[config.mk]
export PLATFORM = sky130hd
export DESIGN_NAME = flatten_three_serializer
export DESIGN_NICKNAME = d
export VERILOG_FILES = /design/src/rtl/flatten_three_serializer.sv
export SDC_FILE = /design/constraint.sdc
export NUM_CORES = 1
export LEC_CHECK = 0
export BUFFER_PORTS_ARGS = -buffer_cell sky130_fd_sc_hd__buf_2
export CAP_MARGIN = 10
export CELL_PAD_IN_SITES_DETAIL_PLACEMENT = 0
export CELL_PAD_IN_SITES_GLOBAL_PLACEMENT = 1
export CORE_MARGIN = 3
export CORE_UTILIZATION = 44
export CTS_BUF_LIST = sky130_fd_sc_hd__clkbuf_16
export DETAILED_ROUTE_END_ITERATION = 6
export PLACE_DENSITY_LB_ADDON = 0.1
export REMOVE_ABC_BUFFERS = 1
export SKIP_CTS_REPAIR_TIMING = 1
export SLEW_MARGIN = 20
export SYNTH_ARGS = -nofsm -noshare
export SYNTH_HDL_FRONTEND = slang
export SYNTH_SLANG_ARGS = --single-unit
[constraint.sdc]
create_clock -name clock -period 3.2 [get_ports clock]
set_clock_uncertainty 0.05 [all_clocks]
set_input_delay 0.16 -clock clock [delete_from_list [all_inputs] [get_ports clock]]
set_output_delay 0.16 -clock clock [all_outputs]
set_load 0.1 [all_outputs]
[src/rtl/flatten_three_serializer.sv]
// Parallel-to-serial transmitter for a [D0][D1][D2] packed word, MSB (f=N-1) first.
// Optional even-parity trailer beat enabled by defining FLATTEN_SERIAL_PARITY_EN.
module flatten_three_serializer #(
  parameter int unsigned D0 = 3,
  parameter int unsigned D1 = 5,
  parameter int unsigned D2 = 2
) (
  input  logic                           clock,
  input  logic                           reset,
  input  logic                           load,
  input  logic [D0-1:0][D1-1:0][D2-1:0]  data,
  input  logic                           hold,
  output logic                           ready,
  output logic                           out,
  output logic                           valid,
  output logic                           last,
  output logic                           busy
);

  localparam int unsigned N   = D0 * D1 * D2;
  localparam int unsigned CW  = ($clog2(N + 1) < 1) ? 1 : $clog2(N + 1);
`ifdef FLATTEN_SERIAL_PARITY_EN
  localparam bit          PAR_EN = 1'b1;
`else
  localparam bit          PAR_EN = 1'b0;
`endif
  // Counter counts down to 0 on the final beat; the parity beat adds one step.
  localparam logic [CW-1:0] CNT_INIT = PAR_EN ? CW'(N) : CW'(N - 1);

  typedef enum logic {IDLE, SHIFT} state_t;

  state_t        r_state;
  logic [N-1:0]  r_shift;
  logic [CW-1:0] r_cnt;
  logic          r_par;
  logic          r_out;
  logic          r_valid;
  logic          r_last;

  logic [N-1:0]  w_flat;
  logic [N-1:0]  w_shl;
  logic          w_accept;

  assign w_flat   = data;
  assign w_shl    = r_shift << 1;
  assign ready    = !reset && ((r_state == IDLE) || (r_last && !hold));
  assign w_accept = load && ready;

  assign out   = r_out;
  assign valid = r_valid;
  assign last  = r_last;
  assign busy  = (r_state == SHIFT);

  always_ff @(posedge clock or posedge reset) begin
    if (reset) begin
      r_state <= IDLE;
      r_shift <= '0;
      r_cnt   <= '0;
      r_par   <= 1'b0;
      r_out   <= 1'b0;
      r_valid <= 1'b0;
      r_last  <= 1'b0;
    end else if (w_accept) begin
      r_state <= SHIFT;
      r_shift <= w_flat;
      r_cnt   <= CNT_INIT;
      r_par   <= ^w_flat;
      r_out   <= w_flat[N-1];
      r_valid <= 1'b1;
      r_last  <= (CNT_INIT == CW'(0));
    end else if ((r_state == SHIFT) && !hold) begin
      if (r_cnt == CW'(0)) begin
        r_state <= IDLE;
        r_shift <= '0;
        r_out   <= 1'b0;
        r_valid <= 1'b0;
        r_last  <= 1'b0;
      end else begin
        r_cnt   <= r_cnt - CW'(1);
        r_shift <= w_shl;
        // Stepping onto count 0 with parity enabled means the trailer beat.
        r_out   <= (PAR_EN && (r_cnt == CW'(1))) ? r_par : w_shl[N-1];
        r_last  <= (r_cnt == CW'(1));
      end
    end
  end

endmodule
* Yosys cells after proc, flatten, opt, wreduce, memory -nomap -nowiden *
Index checks and enable logic that the tools add are counted.

operators by class
  equal/unequal tests = 2
  reduce and logical (&&, ||, !) cells = 12
  mux-type cells = 15
  add/subtract/negate cells = 1
  bitwise logic cells = 1

operators by type and width
  kind                   count
  $mux W29               3
  $mux W5                3
  $mux W1                9
  $eq A5 B1 Y1 const B   1
  $logic_not A5 Y1       1
  $sub A5 B1 Y5 const B  1
  $logic_and A1 B1 Y1    4
  $reduce_and A2 Y1      2
  $reduce_bool A2 Y1     2
  $logic_not A1 Y1       2
  $ne A2 B2 Y1 const B   1
  $logic_or A1 B1 Y1     1
  $not A1 Y1             1

storage, ports and cells
  input port bits = 34
  register bits after elaboration = 37

* Depth between registers and ports, before layout *
Gate-level depths: netlist (run 1).

  word-level depth = 7
  mapped depth = 8
  depth with buffers taken out = 6

* Worst setup path before layout (run 1) *
No wires, ideal clock.

  path type = register to output
  start = reg r_last, in the netlist last
  end = out ready
  slack = 358 ps
  arrival = 2,632 ps
  cell stages (with the launch flop) = 3
  path through = dfrtp_1 > nand2b_1 > a21oi_1

on the way
  cells in the longest elaborated chain, start to end = 3

ends and longest elaborated chain
  element                 line  source
  from (decl)             38    logic r_last;
  from (signal assigned)  70    r_last <= (CNT_INIT == CW'(0));
  from (signal assigned)  83    r_last <= (r_cnt == CW'(1));
  $logic_and A1 B1 Y1     46    assign ready = !reset && ((r_state == IDLE) || (r_last && !hold));
  $logic_or A1 B1 Y1      46
  $logic_and A1 B1 Y1     46
  to (decl)               13    output logic ready,

Every way passes these cells.

* Worst setup path after layout (run 1) *
  start = reg r_cnt[0]
  end = reg r_shift[23]

on the way
  cells in the longest elaborated chain, start to end = 4

ends and longest elaborated chain
  element                 line  source
  from (decl)             34    logic [CW-1:0] r_cnt;
  from (signal assigned)  79    r_cnt <= r_cnt - CW'(1);
  $logic_not A5 Y1        72    if (r_cnt == CW'(0)) begin
  $mux W29                72
  $mux W29                71    end else if ((r_state == SHIFT) && !hold) begin
  $mux W29                63    end else if (w_accept) begin
  to (signal assigned)    65    r_shift <= w_flat;
  to (signal assigned)    80    r_shift <= w_shl;
  to (decl)               33    logic [N-1:0] r_shift;

Every way passes these cells. The select of a mux whose other input is x is not followed.
A chain may end at the register's enable or synchronous reset.

==> metrics, run 1 <==
H-tree Lvls 2; post-synthesis cell type count 30; period utilization 67.8%; total track usage 17.5%; CP top delay family simple AND/OR/NAND/NOR gates; fillcell total 344; Multi-input gate area 758 um2; Seq cells post-synth 37; clock network fraction of design power 23.5%; most common cell after layout, fill and taps aside buf_2; total number of vias 1,393; gpl congestion 0.721; Synth Cell Area 1760 um2; CP peak stage delay 0.59 ns; layout cells sized above 1 25.2%; CP max stage cell or4b_4; die width 69.3 um; Syn. warnings 0; R2R cell count 6; Crit Path Max Fanout 20; final setup fails 0; Max Buffers Root-to-Sink 2; crit path time final 2.17 ns; final net count 244; core box area 3770 um2; Core Rows 22; Layout area overhead 18.5%; failing checks negative hold slack; IO Port Bufs 38; worst relative slew slack 29.1%; Reg2Reg Setup Slack 1.03 ns; Crit. End Element flop; endpoints failing hold 37; sequential share of the synthesized area 52.5%; clock sink count 37; chip height 69.3 um; P per Cell Area 914 nW/um2; crit path launch r_cnt[0]; first-pass GRT wire length 6780 um; total power 0.00191 W; sw power 0.000686 W; Post-synth EDFFs 0; ANT cells 0; DP Cell Count 248; critical path class flop to flop; Hold Path Class input port to asynchronous set/reset pin; maximum VDD drop 0.376 mV; Total Routed Length 3810 um; antenna viol nets, final 0; grt ovf 0; CTS clk-pin slew, worst paths 0.05 ns; Critical Path Start Type flop; CTS tree built; routed vias/inst 5.48; RR Startpoint r_cnt[0]; HPWL Detailed 2380 um; vias in the first global route 1,445; Register Area 926 um2; fmax 461 MHz; Combinational Power Share 34.1%; Worst Max-Slew Pin Slew 1.06 ns; status finished with violations; largest net degree at the start of global routing 38; die area 4810 um2; Buf+Inv Stages, Crit Path 1; RSZ-0062 raised after global routing no; clock root buffer clkbuf_16; Crit Reg-Reg Endpoint r_shift[23]; maxcap violations 0; CTS Buf Count 5; drt drc 0; Non-Filler Instances 254; CP Data Arrival Time 2.28 ns; Primary FF master, synth dfrtp_1; mean post-synth cell area 10.1 um2; Sequential Power Share 42.4%; I/O pin cnt 39; internal power 0.00122 W; initial antenna violation count 0; worst endpoint required time 3.30 ns; max-slew violations 0; Initial DRC Count 125; CP cell instances inv_1 > ha_1 > or4b_4 > and2_4 > and3_1 > a221o_1; Min Hold Slack -0.0311 ns; Starting Density 46.8%; Syn Inst Count 174; first drt pass iteration count 4; P_leak 0.993 nW; clk_lat worst skew 0.28 ns; commonest non-fill, non-tap cells in the layout buf_2, dfrtp_1, nor2_1, nand2_1, nand3_1; Post-synth ARST share 100%; drt wl/cell 15.0 um; Switching Fraction 35.9%
[synth_stat cells, types with 2 or more instances]
cell	n	area share [%]
a31oi_1	14	5.0
ha_1	3	2.1
a21oi_1	2	0.57
nor2_1	19	4.0
and3_1	14	5.0
inv_1	3	0.64
nand2_1	18	3.8
a211oi_1	2	0.85
clkbuf_1	10	2.1
buf_6	3	1.9
a221o_1	15	8.5
nand2b_1	2	0.71
nand3_1	16	4.5
dfrtp_1	37	52
[flip-flops by register name (all words and copies together), names as in the netlist]
signal,cells
r_shift,29
r_cnt,5
last,1
out,1
valid,1
[through the flow]
| stage | cell area, um2 | setup WS, ns | setup TNS [ns] | utilization [%] |
|---|---|---|---|---|
| after floorplan | 1690 | -0.0654 | -1.02 | - |
| after detailed placement | 1960 | 1.02 | 0 | 51.9 |
| after global routing | 2090 | 0.927 | 0 | 55.4 |
| after CTS | 2090 | 1.02 | 0 | 55.4 |
| after global placement | 1960 | 1.07 | 0 | 51.9 |
| final | 2090 | 1.03 | 0 | 55.4 |
[worst reg2reg max path, stage by stage (launching register included)]
cell and delay, ns:
dfrtp_1 0.42, inv_1 0.10, ha_1 0.16, or4b_4 0.59, and2_4 0.28, and3_1 0.19, a221o_1 0.27
[power by group through the flow]
| stage | Sequential, W | Combinational [W] | Clock [W] |
|---|---|---|---|
| after floorplan | 0.000884 | 0.000423 | 0 |
| after global placement | 0.000809 | 0.000635 | 0 |
| after detailed placement | 0.000811 | 0.000654 | 0 |
| after CTS | 0.000809 | 0.000658 | 0.000459 |
| after global routing | 0.000841 | 0.000729 | 0.000479 |
| final | 0.000810 | 0.000652 | 0.000448 |
[routing by layer]
layer,vias to the layer above,global-route usage [%],share of wire (%),wire length (um)
li1,698,-,-,-
met1,648,23.0,47,1780
met2,40,26.5,45,1710
met3,7,6.23,6.7,257
met4,0,6.51,1.5,57
met5,-,0,0,0
[layout make-up]
type | count | share of cell area [%]
inverters | 3 | 0.539
flip-flops and latches | 37 | 44.3
clock buffers | 5 | 5.98
well taps | 48 | 2.87
clock inverters | 1 | 0.239
repair buffers | 40 | 9.81
multi-input cells | 120 | 36.3
[how the worst max path moves through the flow]
stage | cells past startpoint | endpoint | slack, ns
after floorplan | 2 | out | -0.07
after global placement | 6 | r_shift[18] | 1.07
after detailed placement | 6 | r_shift[13] | 1.02
after CTS | 6 | r_shift[13] | 1.02
after global routing | 6 | r_shift[23] | 0.93
final | 6 | r_shift[23] | 1.03
[kinds of logic after synthesis]
logic type | share of synthesized area (%)
and+or+nand+nor | 21.1
xor gates and xnor gates | 0.993
DFF | 52.5
buffers and inverters | 5.11
AOI/OAI and AO/OA | 17.6
adders and majority gates | 2.13
muxes | 0.567
(Power assumes the default switching activity.)
==> inputs of run 2 (changes only) <==
--- a/config.mk
+++ b/config.mk
@@ -5,12 +5,13 @@
 export SDC_FILE = /design/constraint.sdc
 export NUM_CORES = 1
 export LEC_CHECK = 0
+export ABC_AREA = 1
 export BUFFER_PORTS_ARGS = -buffer_cell sky130_fd_sc_hd__buf_2
 export CAP_MARGIN = 10
 export CELL_PAD_IN_SITES_DETAIL_PLACEMENT = 0
 export CELL_PAD_IN_SITES_GLOBAL_PLACEMENT = 1
 export CORE_MARGIN = 3
-export CORE_UTILIZATION = 44
+export CORE_UTILIZATION = 40
 export CTS_BUF_LIST = sky130_fd_sc_hd__clkbuf_16
 export DETAILED_ROUTE_END_ITERATION = 6
 export PLACE_DENSITY_LB_ADDON = 0.1
==> constraint.sdc (replaced) <==
create_clock -name clock -period 2.2 [get_ports clock]
set_clock_uncertainty 0.05 [all_clocks]
set_input_delay 0.11 -clock clock [delete_from_list [all_inputs] [get_ports clock]]
set_output_delay 0.11 -clock clock [all_outputs]
set_load 0.1 [all_outputs]
==> metrics, run 2 <==
status finished, final reports clean; Switching Fraction 43.4%; crit path time final 1.70 ns; Total Routed Length 4960 um; RSZ-0062 raised after global routing no; initial antenna violation count 0; DP Cell Count 360; commonest non-fill, non-tap cells in the layout nand3_1, nand2_1, buf_2; most common cell after layout, fill and taps aside nand3_1; die area 5970 um2; first drt pass iteration count 4; placed cell areas 2260 um2; max FFs per register 29; CTS clk-pin slew, worst paths 0.06 ns; final setup fails 0; Top reg by flops r_shift; ANT cells 0; HPWL Detailed 3300 um; gpl congestion 0.790; post-synthesis cell type count 21; Worst Max-Slew Pin Slew 0.489 ns; clock root buffer clkbuf_16; clock sink count 37; IO Port Bufs 38; endpoints failing hold 0; Hold Path Class input port to flop; Synth Cell Area 2030 um2; period utilization 77.3%; Synth area leader dfrtp_1; total number of vias 1,875; CP top delay family simple AND/OR/NAND/NOR gates; Primary FF master, synth dfrtp_1; Critical Path Start Type flop; first-pass GRT wire length 8510 um; Non-Filler Instances 369; vias in the first global route 1,828; Initial DRC Count 96; clk_lat worst skew 0.28 ns; Layout area overhead 18.6%; routed vias/inst 5.08; total power 0.00320 W; Starting Density 42.2%; most frequent cells after synthesis nand3_1, nand2_1, dfrtp_1; fmax 588 MHz; Register Area 926 um2; Syn. warnings 0; worst endpoint required time 2.36 ns; I/O pin cnt 39; worst relative slew slack 67.7%; Crit Path Max Fanout 17; sw power 0.00139 W; Multi-input gate area 920 um2; mean post-synth cell area 7.67 um2; most common cell in the netlist nand3_1; antenna viol nets, final 0; fillcell total 521; maxcap violations 0; Sequential Power Share 36.9%; Max Buffers Root-to-Sink 2; Combinational Power Share 42.0%; Buf+Inv Stages, Crit Path 1; Post-synth EDFFs 0; layout cells sized above 1 20.9%; CTS Buf Count 5; H-tree Lvls 2; post-synth top area share 45.6%; largest net degree at the start of global routing 36; critical path class flop to flop; Post-synth ARST share 100%; P_leak 1.32 nW; CP cell instances nand2_2 > nand2_2 > inv_2 > nand2_1 > nand2_1; total track usage 17.9%; maximum VDD drop 0.639 mV; chip height 77.3 um; sequential share of the synthesized area 45.6%; core box area 4820 um2; P per Cell Area 1330 nW/um2; Crit. End Element flop; CP Data Arrival Time 1.86 ns; drt wl/cell 13.4 um; registers with the most flip-flops r_shift x29, r_cnt x5; die width 77.3 um; internal power 0.00181 W; clock network fraction of design power 21.2%; Syn Inst Count 265; Seq cells post-synth 37; ranking of synthesized cells by area dfrtp_1, nand3_1, nand2_1; fin area 2410 um2; max-slew violations 0; grt ovf 0; final net count 338; Core Rows 25; CP max stage cell dfrtp_1; CP peak stage delay 0.45 ns; CTS tree built; drt drc 0
## run 2: changes by cell type after synthesis, sizes merged, moves of 3 or more
cell,previous run,this run
clkbuf,10,5
nand3,16,82
buf,4,12
nand2,18,76
and3,15,0
a221o,15,0
o21ai,1,4
nor2,19,3
nand4,0,15
inv,3,24
a31oi,14,0
## run 2: per-stage QoR
step	setup WS, ns	setup TNS (ns)	util, %	hold slack (ns)
finish	0.499	0	50.0	0.0115
global route	0.335	0	50.0	0.0339
CTS	0.478	0	49.8	-0.0744
detailed placement	0.500	0	47.0	0.217
global placement	0.524	0	47.0	0.216
floorplan	-0.982	-31.97	-	0.105
## run 2: worst min-delay path, stage by stage
cell and delay [ns]:
buf_2 0.07, nand3_1 0.06, nand2_1 0.06
## run 2: layer usage
| layer | routed length [um] | track usage (%) | up-vias |
|---|---|---|---|
| met5 | 0 | 0 | - |
| met4 | 71 | 5.87 | 0 |
| met3 | 254 | 3.52 | 7 |
| met2 | 2220 | 27.5 | 52 |
| met1 | 2410 | 25.2 | 865 |
| li1 | - | - | 951 |
## run 2: cells by family (layout without fill, tap and decap cells)
group | count (synthesis) | count (layout) | synth area share [%]
compound gates | 5 | 5 | 1.42
xor+xnor | 2 | 2 | 0.862
fa+ha+maj | 3 | 3 | 1.85
buf+inv | 41 | 78 | 9.17
flops | 37 | 37 | 45.6
simple gates | 177 | 177 | 41.1
## run 2: final timing paths
check	start	endpoint	slack, ns	cells after the start
max	valid	r_shift[5]	0.50	5
min	data[0]	r_shift[0]	0.01	3
max reg2reg	valid	r_shift[5]	0.50	5
min reg2reg	r_shift[0]	r_shift[0]	0.42	2
max in group asynchronous	reset	r_shift[9]	1.38	4
min in group asynchronous	reset	r_cnt[4]	0.47	4
## run 2: power groups by stage
stage	registers, W	logic (W)	clock network, W
global route	0.00122	0.00151	0.000724
CTS	0.00118	0.00136	0.000694
finish	0.00118	0.00134	0.000677
detailed placement	0.00119	0.00136	0
floorplan	0.00136	0.000834	0
global placement	0.00119	0.00134	0
## run 2: cell type report
type | count | share of cell area (%)
sequential | 37 | 38.4
tap | 67 | 3.48
inverter | 24 | 3.74
timing repair buffer | 46 | 10.5
clock buffer | 5 | 5.19
clock inverter | 3 | 0.519
multi-input combinational | 187 | 38.2
==> inputs of run 3 (changes only) <==
--- a/config.mk
+++ b/config.mk
@@ -11,7 +11,7 @@
 export CELL_PAD_IN_SITES_DETAIL_PLACEMENT = 0
 export CELL_PAD_IN_SITES_GLOBAL_PLACEMENT = 1
 export CORE_MARGIN = 3
-export CORE_UTILIZATION = 40
+export CORE_UTILIZATION = 36
 export CTS_BUF_LIST = sky130_fd_sc_hd__clkbuf_16
 export DETAILED_ROUTE_END_ITERATION = 6
 export PLACE_DENSITY_LB_ADDON = 0.1
==> constraint.sdc (replaced) <==
create_clock -name clock -period 1.45 [get_ports clock]
set_clock_uncertainty 0.05 [all_clocks]
set_input_delay 0.0725 -clock clock [delete_from_list [all_inputs] [get_ports clock]]
set_output_delay 0.0725 -clock clock [all_outputs]
set_load 0.1 [all_outputs]
==> metrics, run 3 (synthesis results as in run 2) <==
first drt pass iteration count 4; initial antenna violation count 0; DP Worst Slack 0.0653 ns; layout cells sized above 1 25.2%; critical path class flop to output port; maxcap violations 0; Hold Path Class input port to flop; fillcell total 568; antenna viol nets, final 0; most common cell after layout, fill and taps aside nand3_1; IO Port Bufs 38; grt ovf 0; CTS tree built; endpoints failing hold 3; Total Routed Length 5240 um; clock root buffer clkbuf_16; clock sink count 37; final setup fails 0; Core Rows 26; H-tree Lvls 2; Crit Path Max Fanout 3; total power 0.00524 W; first-pass GRT wire length 8920 um; worst endpoint required time 1.33 ns; die area 6580 um2; status finished with violations; crit path launch last; max-slew violations 0; drt drc 0; vias in the first global route 1,850; RR Startpoint r_cnt[0]; period utilization 94.3%; Crit Reg-Reg Endpoint r_shift[26]; Reg2Reg Setup Slack 0.10 ns; WHS Endpoint r_shift[0]; Worst Max-Slew Pin Slew 0.484 ns; Crit. End Element output port; Non-Filler Instances 388; DP Cell Count 371; Max Buffers Root-to-Sink 2; RSZ-0062 raised after global routing yes; Core Util, Final 50.2%; Multi-input gate area 935 um2; worst relative slew slack 67.9%; gpl congestion 0.753; clk_lat worst skew 0.28 ns; drt wl/cell 13.5 um; Hold Crit Depth 3; commonest non-fill, non-tap cells in the layout nand3_1, nand2_1, buf_2, dfrtp_1, inv_1; core box area 5270 um2; HPWL Detailed 3480 um; P per Cell Area 1980 nW/um2; total track usage 17.5%; P_leak 1.43 nW; ANT cells 0; Min Hold Slack -0.0123 ns; Initial DRC Count 160; R2R cell count 8; Register Area 926 um2; CTS clk-pin slew, worst paths 0.06 ns; CP Data Arrival Time 1.25 ns; slack of the critical path 0.0823 ns; crit path time final 1.37 ns; registers with the most flip-flops r_shift x29, r_cnt x5; I/O pin cnt 39; failing checks negative hold slack; maximum VDD drop 1.08 mV; total number of vias 1,935; routed vias/inst 4.99; final net count 354; CTS Buf Count 5; max FFs per register 29; hold_sp data[0]; Layout area overhead 30.2%; fmax 731 MHz; Critical Path Start Type flop; chip height 81.1 um; Starting Density 38.6%; Top reg by flops r_shift; die width 81.1 um; largest net degree at the start of global routing 52
-- run 3: layout make-up --
type,count,share of cell area [%]
multi-input cells,187,35.3
clock inverters,3,0.520
well taps,70,3.31
repair buffers,62,17.5
inverters,24,3.59
clock buffers,5,4.73
flip-flops and latches,37,35.0
-- run 3: stage by stage --
step / area (um2) / TNS, ns
global placement: 2380 / 0
finish: 2650 / 0
global route: 2650 / -0.00513
detailed placement: 2380 / 0
CTS: 2520 / 0
floorplan: 1940 / -60.93
-- run 3: how the worst max path moves through the flow --
| stage | slack (ns) | depth (start not counted) | to |
|---|---|---|---|
| finish | 0.08 | 4 | ready |
| global route | -0.003 | 4 | ready |
| CTS | 0.01 | 4 | ready |
| detailed placement | 0.07 | 7 | r_shift[19] |
| global placement | 0.08 | 7 | r_shift[1] |
| floorplan | -1.73 | 6 | last |
-- run 3: power by group --
| part | internal [W] | leakage, nW | switching [W] |
|---|---|---|---|
| Clock | 0.000624 | 0.0748 | 0.000407 |
| Sequential | 0.00150 | 0.476 | 0.000296 |
| Combinational | 0.000893 | 0.881 | 0.00152 |
| Total | 0.00301 | 1.43 | 0.00222 |
-- run 3: worst max-delay path, cell delays in order (launching register included) --
cell and delay (ns):
dfrtp_1 0.37, nand2_1 0.10, a21oi_2 0.20, buf_12 0.13, buf_12 0.16
-- run 3: layer usage --
layer | share of wire, % | up-vias | wire length (um) | global-route usage (%)
met3 | 2.9 | 4 | 154 | 3.33
met4 | 0.80 | 0 | 42 | 4.56
met1 | 51 | 920 | 2650 | 24.9
met5 | 0 | - | 0 | 0
li1 | - | 983 | - | -
met2 | 46 | 28 | 2390 | 27.3
